**src/rtl/pipe_stage_seq_pkg.sv**
```systemverilog
`default_nettype none
// +--------------------------------------------------------------------------+
// | Module   : pipe_stage_seq_pkg                                            |
// | Purpose  : Shared types and constants for the staged fp16 search/emit    |
// |            sequencer: FSM state encoding, fp16 constants, default stage  |
// |            indices and small fp16 classification helpers.                |
// | Revision : 1.0 - initial release                                         |
// +--------------------------------------------------------------------------+
package pipe_stage_seq_pkg;

  // Run-level sequencer states
  typedef enum logic [1:0] {
    ST_IDLE = 2'd0,
    ST_RUN  = 2'd1,
    ST_DONE = 2'd2
  } state_t;

  // fp16 encoding constants
  localparam int          c_FP16_W       = 16;
  localparam logic [15:0] c_FP16_NEG_INF = 16'hFC00;
  localparam logic [15:0] c_FP16_ONE     = 16'h3C00;
  localparam logic [15:0] c_FP16_THRESH  = 16'h3BD7;

  // Default stage map
  localparam int c_NUM_STAGES_DEF   = 8;
  localparam int c_SEARCH_STAGE_DEF = 5;
  localparam int c_EMIT_STAGE_DEF   = 6;
  localparam int c_SENTINEL_DEF     = 4096;

  // Exponent all ones with a non-zero mantissa
  function automatic logic fp16_is_nan(input logic [15:0] x);
    return (&x[14:10]) && (|x[9:0]);
  endfunction

  // +0 and -0 are both zero
  function automatic logic fp16_is_zero(input logic [15:0] x);
    return ~(|x[14:0]);
  endfunction

endpackage
`default_nettype wire

```
**src/rtl/pipe_stage_seq_if.sv**
```systemverilog
`default_nettype none
// +--------------------------------------------------------------------------+
// | Module   : pipe_stage_seq_if                                             |
// | Purpose  : Input and output beat handshake bundle of pipe_stage_seq.     |
// |            slave = sequencer side, master = producer/consumer side.      |
// | Revision : 1.0 - initial release                                         |
// +--------------------------------------------------------------------------+
interface pipe_stage_seq_if
  import pipe_stage_seq_pkg::*;
#(
  parameter int LANES = 2,
  parameter int WIDTH = c_FP16_W
);

  // Input beat
  logic                        valid_i;
  logic                        ready_o;
  logic [LANES-1:0][WIDTH-1:0] value_i;
  logic [LANES-1:0][WIDTH-1:0] id_i;

  // Output beat
  logic                        valid_o;
  logic                        ready_i;
  logic [LANES-1:0][WIDTH-1:0] id_o;
  logic [LANES-1:0][WIDTH-1:0] value_o;

  modport slave (
    input  valid_i, value_i, id_i, ready_i,
    output ready_o, valid_o, id_o, value_o
  );

  modport master (
    output valid_i, value_i, id_i, ready_i,
    input  ready_o, valid_o, id_o, value_o
  );

endinterface
`default_nettype wire

```
**src/rtl/pipe_stage_seq_fp16_lt.sv**
```systemverilog
`default_nettype none
// +--------------------------------------------------------------------------+
// | Module   : fp16_lt                                                       |
// | Purpose  : Combinational fp16 strict less-than (o_lt = i_a < i_b).       |
// |            Sign-magnitude ordering, -0 equals +0, any NaN gives 0.       |
// | Revision : 1.0 - initial release                                         |
// +--------------------------------------------------------------------------+
module fp16_lt
  import pipe_stage_seq_pkg::*;
(
  input  wire logic [c_FP16_W-1:0] i_a,
  input  wire logic [c_FP16_W-1:0] i_b,
  output logic                     o_lt
);

  logic w_any_nan;
  logic w_both_zero;

  assign w_any_nan   = fp16_is_nan(i_a) || fp16_is_nan(i_b);
  assign w_both_zero = fp16_is_zero(i_a) && fp16_is_zero(i_b);

  // Order by sign first, then by magnitude (reversed for negatives)
  always_comb begin
    o_lt = 1'b0;
    if (w_any_nan || w_both_zero) begin
      o_lt = 1'b0;
    end else if (i_a[15] != i_b[15]) begin
      // Differing signs: a is smaller exactly when it is the negative one
      o_lt = i_a[15];
    end else if (!i_a[15]) begin
      o_lt = (i_a[14:0] < i_b[14:0]);
    end else begin
      o_lt = (i_a[14:0] > i_b[14:0]);
    end
  end

endmodule
`default_nettype wire

```
**src/rtl/pipe_stage_seq.sv**
```systemverilog
`default_nettype none
// +--------------------------------------------------------------------------+
// | Module   : pipe_stage_seq                                                |
// | Purpose  : Beat-counting stage sequencer. Each accepted beat advances a  |
// |            step counter; the stage is derived from the boundary table.   |
// |            One stage tracks a per-lane running max (and its id), another |
// |            emits the max id when the beat value beats a threshold.       |
// | Revision : 1.0 - initial release                                         |
// +--------------------------------------------------------------------------+
module pipe_stage_seq
  import pipe_stage_seq_pkg::*;
#(
  parameter int               LANES        = 2,
  parameter int               WIDTH        = c_FP16_W,
  parameter int               STEP_W       = 16,
  parameter int               NUM_STAGES   = c_NUM_STAGES_DEF,
  parameter int               SEARCH_STAGE = c_SEARCH_STAGE_DEF,
  parameter int               EMIT_STAGE   = c_EMIT_STAGE_DEF,
  parameter int               SENTINEL     = c_SENTINEL_DEF,
  parameter logic [WIDTH-1:0] THRESH       = c_FP16_THRESH
)(
  input  wire logic                                 CLK_i,
  input  wire logic                                 RST_i,
  input  wire logic                                 start_i,
  input  wire logic [NUM_STAGES-2:0][STEP_W-1:0]    boundary_i,
  pipe_stage_seq_if.slave                           pipe_if,
  output logic [$clog2(NUM_STAGES)-1:0]             stage_o,
  output logic                                      mode_o,
  output logic                                      busy_o,
  output logic                                      finished_o
);

  localparam int                 STAGE_W      = $clog2(NUM_STAGES);
  localparam logic [STAGE_W-1:0] c_LAST_STAGE = STAGE_W'(NUM_STAGES - 1);
  localparam logic [STAGE_W-1:0] c_SEARCH     = STAGE_W'(SEARCH_STAGE);
  localparam logic [STAGE_W-1:0] c_EMIT       = STAGE_W'(EMIT_STAGE);

  state_t                      r_state;
  state_t                      w_state_nxt;
  logic [STEP_W-1:0]           r_step;
  logic [STAGE_W-1:0]          r_stage;
  logic [STAGE_W-1:0]          w_stage_nxt;
  int                          w_cnt;
  logic [LANES-1:0][WIDTH-1:0] r_max;
  logic [LANES-1:0][WIDTH-1:0] r_max_id;
  logic [LANES-1:0][WIDTH-1:0] r_id_o;
  logic [LANES-1:0][WIDTH-1:0] r_value_o;
  logic                        r_valid_o;
  logic                        w_ready;
  logic                        w_accept;
  logic                        w_start_run;
  logic                        w_in_search;
  logic                        w_in_emit;
  logic                        w_busy;
  logic                        w_finished;
  logic [LANES-1:0]            w_max_lt_val;
  logic [LANES-1:0]            w_thr_lt_val;

  // Input side only opens in RUN and when the output slot can take a result
  assign w_ready     = (r_state == ST_RUN) && (!r_valid_o || pipe_if.ready_i);
  assign w_accept    = pipe_if.valid_i && w_ready;
  // start_i is only honoured outside RUN
  assign w_start_run = start_i && (r_state != ST_RUN);
  // Stage membership of a beat is judged on the stage before the beat
  assign w_in_search = (r_stage == c_SEARCH);
  assign w_in_emit   = (r_stage == c_EMIT);

  // Per-lane comparators: running max vs beat, threshold vs beat
  for (genvar l = 0; l < LANES; l++) begin : g_lane
    fp16_lt u_max_lt (
      .i_a  (r_max[l]),
      .i_b  (pipe_if.value_i[l]),
      .o_lt (w_max_lt_val[l])
    );
    fp16_lt u_thr_lt (
      .i_a  (THRESH),
      .i_b  (pipe_if.value_i[l]),
      .o_lt (w_thr_lt_val[l])
    );
  end

  // Stage after this beat: number of boundaries strictly below the old step
  always_comb begin
    w_cnt = 0;
    for (int k = 0; k < NUM_STAGES - 1; k++) begin
      if (boundary_i[k] < r_step) begin
        w_cnt = w_cnt + 1;
      end
    end
    w_stage_nxt = (w_cnt > NUM_STAGES - 1) ? c_LAST_STAGE : STAGE_W'(w_cnt);
  end

  // State register
  always_ff @(posedge CLK_i) begin
    if (RST_i) begin
      r_state <= ST_IDLE;
    end else begin
      r_state <= w_state_nxt;
    end
  end

  // Next-state and state-decoded status outputs
  always_comb begin
    w_state_nxt = r_state;
    w_busy      = 1'b0;
    w_finished  = 1'b0;
    case (r_state)
      ST_IDLE: begin
        if (start_i) begin
          w_state_nxt = ST_RUN;
        end
      end
      ST_RUN: begin
        w_busy = 1'b1;
        // The beat that would land in the terminal stage ends the run
        if (w_accept && (w_stage_nxt == c_LAST_STAGE)) begin
          w_state_nxt = ST_DONE;
        end
      end
      ST_DONE: begin
        w_finished = 1'b1;
        if (start_i) begin
          w_state_nxt = ST_RUN;
        end
      end
      default: begin
        w_state_nxt = ST_IDLE;
      end
    endcase
  end

  // Step counter and stage; both hold on stall, step saturates
  always_ff @(posedge CLK_i) begin
    if (RST_i || w_start_run) begin
      r_step  <= '0;
      r_stage <= '0;
    end else if (w_accept) begin
      if (r_step != '1) begin
        r_step <= r_step + STEP_W'(1);
      end
      r_stage <= w_stage_nxt;
    end
  end

  // Running max per lane; strict compare keeps the earliest id on ties
  always_ff @(posedge CLK_i) begin
    if (RST_i || w_start_run) begin
      for (int l = 0; l < LANES; l++) begin
        r_max[l]    <= WIDTH'(c_FP16_NEG_INF);
        r_max_id[l] <= '0;
      end
    end else if (w_accept && w_in_search) begin
      for (int l = 0; l < LANES; l++) begin
        if (w_max_lt_val[l]) begin
          r_max[l]    <= pipe_if.value_i[l];
          r_max_id[l] <= pipe_if.id_i[l];
        end
      end
    end
  end

  // Output slot: load on an emit beat, drain on ready_i, hold otherwise
  always_ff @(posedge CLK_i) begin
    if (RST_i) begin
      r_valid_o <= 1'b0;
      r_id_o    <= '0;
      r_value_o <= '0;
    end else if (w_start_run) begin
      r_valid_o <= 1'b0;
    end else if (w_accept && w_in_emit) begin
      r_valid_o <= 1'b1;
      for (int l = 0; l < LANES; l++) begin
        if (w_thr_lt_val[l]) begin
          r_id_o[l]    <= r_max_id[l];
          r_value_o[l] <= pipe_if.value_i[l];
        end else begin
          r_id_o[l]    <= WIDTH'(SENTINEL);
          r_value_o[l] <= WIDTH'(c_FP16_ONE);
        end
      end
    end else if (pipe_if.ready_i) begin
      r_valid_o <= 1'b0;
    end
  end

  assign pipe_if.ready_o = w_ready;
  assign pipe_if.valid_o = r_valid_o;
  assign pipe_if.id_o    = r_id_o;
  assign pipe_if.value_o = r_value_o;
  assign stage_o         = r_stage;
  // Tile mode drops to 0 only while in stage 1
  assign mode_o          = (r_stage != STAGE_W'(1));
  assign busy_o          = w_busy;
  assign finished_o      = w_finished;

endmodule
`default_nettype wire
```
**src/flat_wrapper.sv**
```systemverilog
// flat-port wrapper written by rule: the top's interface ports become plain ports
module pipe_stage_seq_flat import pipe_stage_seq_pkg::*;
#(
  parameter int               LANES        = 2,
  parameter int               WIDTH        = c_FP16_W,
  parameter int               STEP_W       = 16,
  parameter int               NUM_STAGES   = c_NUM_STAGES_DEF,
  parameter int               SEARCH_STAGE = c_SEARCH_STAGE_DEF,
  parameter int               EMIT_STAGE   = c_EMIT_STAGE_DEF,
  parameter int               SENTINEL     = c_SENTINEL_DEF,
  parameter logic [WIDTH-1:0] THRESH       = c_FP16_THRESH
)
  (CLK_i, RST_i, start_i, boundary_i, stage_o, mode_o, busy_o, finished_o, pipe_if_valid_i, pipe_if_value_i, pipe_if_id_i, pipe_if_ready_i, pipe_if_ready_o, pipe_if_valid_o, pipe_if_id_o, pipe_if_value_o);
  pipe_stage_seq_if #(.LANES(LANES), .WIDTH(WIDTH)) pipe_if_i ();
  input  wire logic CLK_i;
  input  wire logic RST_i;
  input  wire logic start_i;
  input  wire logic [NUM_STAGES-2:0][STEP_W-1:0] boundary_i;
  output logic [$clog2(NUM_STAGES)-1:0] stage_o;
  output logic mode_o;
  output logic busy_o;
  output logic finished_o;
  input wire logic [$bits(pipe_if_i.valid_i)-1:0] pipe_if_valid_i;
  input wire logic [$bits(pipe_if_i.value_i)-1:0] pipe_if_value_i;
  input wire logic [$bits(pipe_if_i.id_i)-1:0] pipe_if_id_i;
  input wire logic [$bits(pipe_if_i.ready_i)-1:0] pipe_if_ready_i;
  output wire logic [$bits(pipe_if_i.ready_o)-1:0] pipe_if_ready_o;
  output wire logic [$bits(pipe_if_i.valid_o)-1:0] pipe_if_valid_o;
  output wire logic [$bits(pipe_if_i.id_o)-1:0] pipe_if_id_o;
  output wire logic [$bits(pipe_if_i.value_o)-1:0] pipe_if_value_o;
  assign pipe_if_i.valid_i = pipe_if_valid_i;
  assign pipe_if_i.value_i = pipe_if_value_i;
  assign pipe_if_i.id_i = pipe_if_id_i;
  assign pipe_if_i.ready_i = pipe_if_ready_i;
  assign pipe_if_ready_o = pipe_if_i.ready_o;
  assign pipe_if_valid_o = pipe_if_i.valid_o;
  assign pipe_if_id_o = pipe_if_i.id_o;
  assign pipe_if_value_o = pipe_if_i.value_o;
  pipe_stage_seq #(.LANES(LANES), .WIDTH(WIDTH), .STEP_W(STEP_W), .NUM_STAGES(NUM_STAGES), .SEARCH_STAGE(SEARCH_STAGE), .EMIT_STAGE(EMIT_STAGE), .SENTINEL(SENTINEL), .THRESH(THRESH)) u_core (.CLK_i(CLK_i), .RST_i(RST_i), .start_i(start_i), .boundary_i(boundary_i), .pipe_if(pipe_if_i), .stage_o(stage_o), .mode_o(mode_o), .busy_o(busy_o), .finished_o(finished_o));
endmodule
```
**config.mk**
```make
export PLATFORM = sky130hd
export DESIGN_NAME = pipe_stage_seq_flat
export DESIGN_NICKNAME = d
export VERILOG_FILES = /design/src/rtl/pipe_stage_seq_pkg.sv /design/src/rtl/pipe_stage_seq_if.sv /design/src/rtl/pipe_stage_seq_fp16_lt.sv /design/src/rtl/pipe_stage_seq.sv /design/src/flat_wrapper.sv
export SDC_FILE = /design/constraint.sdc
export NUM_CORES = 1
export LEC_CHECK = 0
export CAP_MARGIN = 20
export CORE_MARGIN = 4
export CORE_UTILIZATION = 45
export CTS_CLUSTER_DIAMETER = 200
export DETAILED_ROUTE_END_ITERATION = 16
export PLACE_DENSITY = 0.85
export SLEW_MARGIN = 40
export SYNTH_ARGS = -nofsm -noshare
export SYNTH_HDL_FRONTEND = slang
export SYNTH_SLANG_ARGS = --single-unit
```
**constraint.sdc**
```tcl
create_clock -name CLK_i -period 5.3 [get_ports CLK_i]
set_input_delay 0.53 -clock CLK_i [delete_from_list [all_inputs] [get_ports CLK_i]]
set_output_delay 0.53 -clock CLK_i [all_outputs]
set_load 0.005 [all_outputs]
```
==> impl_results.html, run 1 <==
<table>
<tr><th>Metric</th><th>Value</th></tr>
<tr><th colspan="2">Floorplanning</th></tr>
<tr><td>Die extent in y</td><td>153 µm</td></tr>
<tr><td>Core area</td><td>20500 µm²</td></tr>
<tr><td>Total die area</td><td>23500 µm²</td></tr>
<tr><td>Starting utilization of the core area</td><td>0.463</td></tr>
<tr><td>Total I/O pin count</td><td>253</td></tr>
<tr><td>Die Width</td><td>153 µm</td></tr>
<tr><td>Standard-cell row count</td><td>52</td></tr>
<tr><th colspan="2">Power and ir drop</th></tr>
<tr><td>Power per unit of standard cell area</td><td>229 nW/µm²</td></tr>
<tr><td>Largest vdd supply drop</td><td>0.000309 V</td></tr>
<tr><td>Static power due to leakage</td><td>5.21 nW</td></tr>
<tr><th colspan="2">Outcome</th></tr>
<tr><td>Status</td><td>complete, but fails checks</td></tr>
<tr><td>Violations in the final reports</td><td>negative setup slack</td></tr>
<tr><th colspan="2">Timing</th></tr>
<tr><td>Worst rel slew slack</td><td>0.460</td></tr>
<tr><td>Worst-case clock skew</td><td>0.0104 ns</td></tr>
<tr><td>Worst Slack Setup Final</td><td>-0.262 ns</td></tr>
<tr><td>Min Clock Period, post-route</td><td>5.56 ns</td></tr>
<tr><td>Fin crit share</td><td>1.05</td></tr>
<tr><td>Setup repair after global routing missed its margin</td><td>yes</td></tr>
<tr><td>Worst slew pin tran</td><td>0.810 ns</td></tr>
<tr><td>Final sum of negative setup slack</td><td>-0.573 ns</td></tr>
<tr><td>Finish-stage setup viols</td><td>5</td></tr>
<tr><td>Peak Freq</td><td>0.180 GHz</td></tr>
<tr><td>Number of pins with negative max-slew slack in the final report</td><td>0</td></tr>
<tr><td>Final Hold Viols</td><td>0</td></tr>
<tr><th colspan="2">GRT</th></tr>
<tr><td>Wire length of the first global-routing pass</td><td>47400 µm</td></tr>
<tr><td>Overall global routing resource usage</td><td>0.245</td></tr>
<tr><td>Largest net degree at the start of global routing</td><td>110</td></tr>
<tr><td>Total grt overflow</td><td>0</td></tr>
<tr><td>Number of global-route vias before repair</td><td>9548</td></tr>
<tr><td>Initial antenna violation count</td><td>2</td></tr>
<tr><th colspan="2">CTS</th></tr>
<tr><td>Clock tree from TritonCTS</td><td>built</td></tr>
<tr><td>Clock sink total</td><td>150</td></tr>
<tr><td>Clk slew on worst S/H paths</td><td>0.06 ns</td></tr>
<tr><td>Root Buffer</td><td>clkbuf_16</td></tr>
<tr><td>Clock latency on the worst-skew pair</td><td>0.42 ns</td></tr>
<tr><td>Maximum count of clock buffers along a single path</td><td>2</td></tr>
<tr><td>Hold_buf cts</td><td>0</td></tr>
<tr><td>H-tree levels</td><td>4</td></tr>
<tr><td>Cts bufs inserted</td><td>17</td></tr>
<tr><th colspan="2">Synth</th></tr>
<tr><td>Most used standard cell by instance count after synthesis</td><td>dfxtp_1</td></tr>
<tr><td>Sequential-to-total area share from yosys stat</td><td>0.316</td></tr>
<tr><td>Synth Warn #</td><td>0</td></tr>
<tr><td>Post-synth net total</td><td>1427</td></tr>
<tr><td>Cells after Synth</td><td>1104</td></tr>
<tr><td>Yosys top cell by area</td><td>dfxtp_1</td></tr>
<tr><td>Post-synthesis register bit count</td><td>150</td></tr>
<tr><td>Synth Cell Area</td><td>9490 µm²</td></tr>
<tr><td>Distinct cells, synth</td><td>70</td></tr>
<tr><td>Avg Synthesized Cell Area</td><td>8.60 µm²</td></tr>
<tr><td>List of most frequent post-synthesis cells</td><td>dfxtp_1 (150), ha_1 (142), nand2_1 (133), nor2_1 (125), mux2i_1 (63)</td></tr>
<tr><td>Cells taking the most area after synthesis</td><td>dfxtp_1 (32%), ha_1 (19%), mux2i_1 (6.6%), nand2_1 (5.3%), nor2_1 (4.9%)</td></tr>
<tr><td>Dominant synthesized flop cell</td><td>dfxtp_1</td></tr>
<tr><td>Post-synth top area share</td><td>0.316</td></tr>
<tr><td>Number of enable flip-flop cells after synthesis</td><td>0</td></tr>
<tr><td>Share of synthesized registers carrying an async set or reset</td><td>0</td></tr>
<tr><th colspan="2">Critical path</th></tr>
<tr><td>Worst-path maximum fanout</td><td>3</td></tr>
<tr><td>Endpoint class of the critical path</td><td>flip-flop</td></tr>
<tr><td>Required arrival time at the worst endpoint</td><td>5.63 ns</td></tr>
<tr><td>Start-to-end type of the worst setup path</td><td>primary input to flip-flop</td></tr>
<tr><td>Worst Path Buf+Inv</td><td>3</td></tr>
<tr><td>Worst setup SP type</td><td>primary input</td></tr>
<tr><td>Arr. time, crit path</td><td>5.89 ns</td></tr>
<tr><td>Largest delay contributor family on the critical path</td><td>compound AO/OA/AOI/OAI gates</td></tr>
<tr><td>Dominant cell type by count on the critical path</td><td>a21o_1</td></tr>
<tr><td>Worst stage delay on the critical path</td><td>0.41 ns</td></tr>
<tr><td>Worst path slowest cell</td><td>clkdlybuf4s50_1</td></tr>
<tr><th colspan="2">Placed design</th></tr>
<tr><td>Number of buffer cells added on primary ports</td><td>252</td></tr>
<tr><td>Gp weighted congestion</td><td>0.930</td></tr>
<tr><td>Placed wire-length estimate</td><td>21900 µm</td></tr>
<tr><td>Placement-stage cell area</td><td>12600 µm²</td></tr>
<tr><th colspan="2">Routing</th></tr>
<tr><td>Violation count after the first detailed-route iteration</td><td>567</td></tr>
<tr><td>Final antenna-violating net count</td><td>0</td></tr>
<tr><td>Number of optimization iterations in the first detailed-route pass</td><td>5</td></tr>
<tr><td>Sum of routed wire length over all layers</td><td>29600 µm</td></tr>
<tr><td>Drt drc</td><td>0</td></tr>
<tr><td>DR WL/cell</td><td>17.7 µm</td></tr>
<tr><td>Routed via count</td><td>9365</td></tr>
<tr><td>Via count normalized by instance count</td><td>5.58</td></tr>
<tr><th colspan="2">Finish</th></tr>
<tr><td>Number of nets in the layout</td><td>1717</td></tr>
<tr><td>Area overhead of the layout relative to synthesis</td><td>42.0%</td></tr>
<tr><td>Share of final-layout standard cells stronger than drive strength 1</td><td>0.105</td></tr>
<tr><td>Post-route design area</td><td>13500 µm²</td></tr>
<tr><th colspan="2">Job</th></tr>
<tr><td>Max-cap viol count</td><td>0</td></tr>
<tr><th colspan="2">Min path</th></tr>
<tr><td>Worst min-delay path category</td><td>flip-flop to flip-flop</td></tr>
</table>
metal layers:
metal,up-vias,GRT usage,share of wire
li1,4548,-,-
met1,4431,0.299,0.41
met2,309,0.417,0.49
met3,77,0.0452,0.058
met4,0,0.114,0.038
met5,-,0,0
worst reg2reg max path, delay by kind of cell, from the launching register on:
family                   cells  cell delay, ns
AO/OA/AOI/OAI               14            2.65
adder cells (fa/ha/maj)      6            1.49
AND/OR/NAND/NOR              6            0.61
flip-flops                   1            0.35
buffers and inverters        3            0.18
XOR/XNOR                     1            0.16
report_power, final:
group	switching [mW]	internal, mW	total, mW	leakage (nW)
clock	0.515	0.707	1.22	0.291
sequential	0.0153	1.14	1.16	1.21
combinational	0.335	0.368	0.703	3.70
total	0.865	2.22	3.08	5.21
sequential cells by signal, indices dropped and copies added (netlist names):
| name | flops |
|---|---|
| u_core.pipe_if.id_o | 32 |
| u_core.r_max | 32 |
| u_core.r_max_id | 32 |
| u_core.r_state | 2 |
| u_core.pipe_if.valid_o | 1 |
| u_core.stage_o | 3 |
| u_core.pipe_if.value_o | 32 |
| u_core.r_step | 16 |
cell usage in the layout, fill, tap and decap left out, types with 30 or more instances in the layout:
| cell | Yosys | layout |
|---|---|---|
| clkdlybuf4s50_1 | 0 | 249 |
| dfxtp_1 | 150 | 149 |
| ha_1 | 142 | 135 |
| nand2_1 | 133 | 131 |
| nor2_1 | 125 | 123 |
| mux2i_1 | 63 | 63 |
| buf_4 | 1 | 61 |
| inv_1 | 58 | 54 |
| a22oi_1 | 52 | 52 |
| a21oi_1 | 42 | 41 |
| a21o_1 | 31 | 30 |
worst paths after layout:
check                                         start             endpoint  slack [ns]  depth (start not counted)
worst min register to register  u_core.r_max_id[20]  u_core.r_max_id[20]        0.46                          2
worst max-delay path                  boundary_i[2]    u_core.r_state[1]       -0.26                         29
worst min-delay path            u_core.r_max_id[20]  u_core.r_max_id[20]        0.46                          2
worst max register to register     u_core.r_step[1]    u_core.r_state[1]       -0.24                         30
final cells by class:
type                            count  area (µm²)
Fill cell                        1663        7020
Multi-Input combinational cell    853        6330
Sequential cell                   150        3000
Timing Repair Buffer              314        2980
Clock buffer                       17         425
Tap cell                          270         338
Inverter                           58         220
Clock inverter                     14         170
Antenna cell                        2        5.00
cells by family after synthesis:
kind of cell,after synthesis,share of synthesized area
adder cells (fa/ha/maj),142,0.187
XOR/XNOR,23,0.0250
AND/OR/NAND/NOR,404,0.203
multiplexers,64,0.0688
buffers and inverters,101,0.0413
AO/OA/AOI/OAI,220,0.158
flip-flops,150,0.316
repair_timing:
item	CTS	global route
buffers inserted	15	4
setup endpoints to repair	5	5
pin swaps	32	22
resized for setup	18	17
stage by stage:
| step | total power, mW | std cells | worst slack, ns | utilization | hold slack [ns] |
|---|---|---|---|---|---|
| after floorplan | 1.51 | 1104 | 0.0000528 | - | 0.431 |
| after global placement | 1.78 | 1628 | -0.686 | 0.613 | 0.442 |
| after detailed placement | 1.81 | 1628 | -0.851 | 0.614 | 0.448 |
| after CTS | 3.06 | 1674 | -0.142 | 0.653 | 0.458 |
| after global routing | 3.23 | 1678 | -0.480 | 0.658 | 0.479 |
| final | 3.08 | 1678 | -0.262 | 0.658 | 0.455 |
Note: power is estimated with default switching activity, not from simulation.
==> inputs of run 2 (changes only) <==
--- a/config.mk
+++ b/config.mk
@@ -5,7 +5,6 @@
 export SDC_FILE = /design/constraint.sdc
 export NUM_CORES = 1
 export LEC_CHECK = 0
-export CAP_MARGIN = 20
 export CORE_MARGIN = 4
 export CORE_UTILIZATION = 45
 export CTS_CLUSTER_DIAMETER = 200
==> results of run 2 <==
Same layout as run 1: the final DEF is identical, and so are final timing and power.
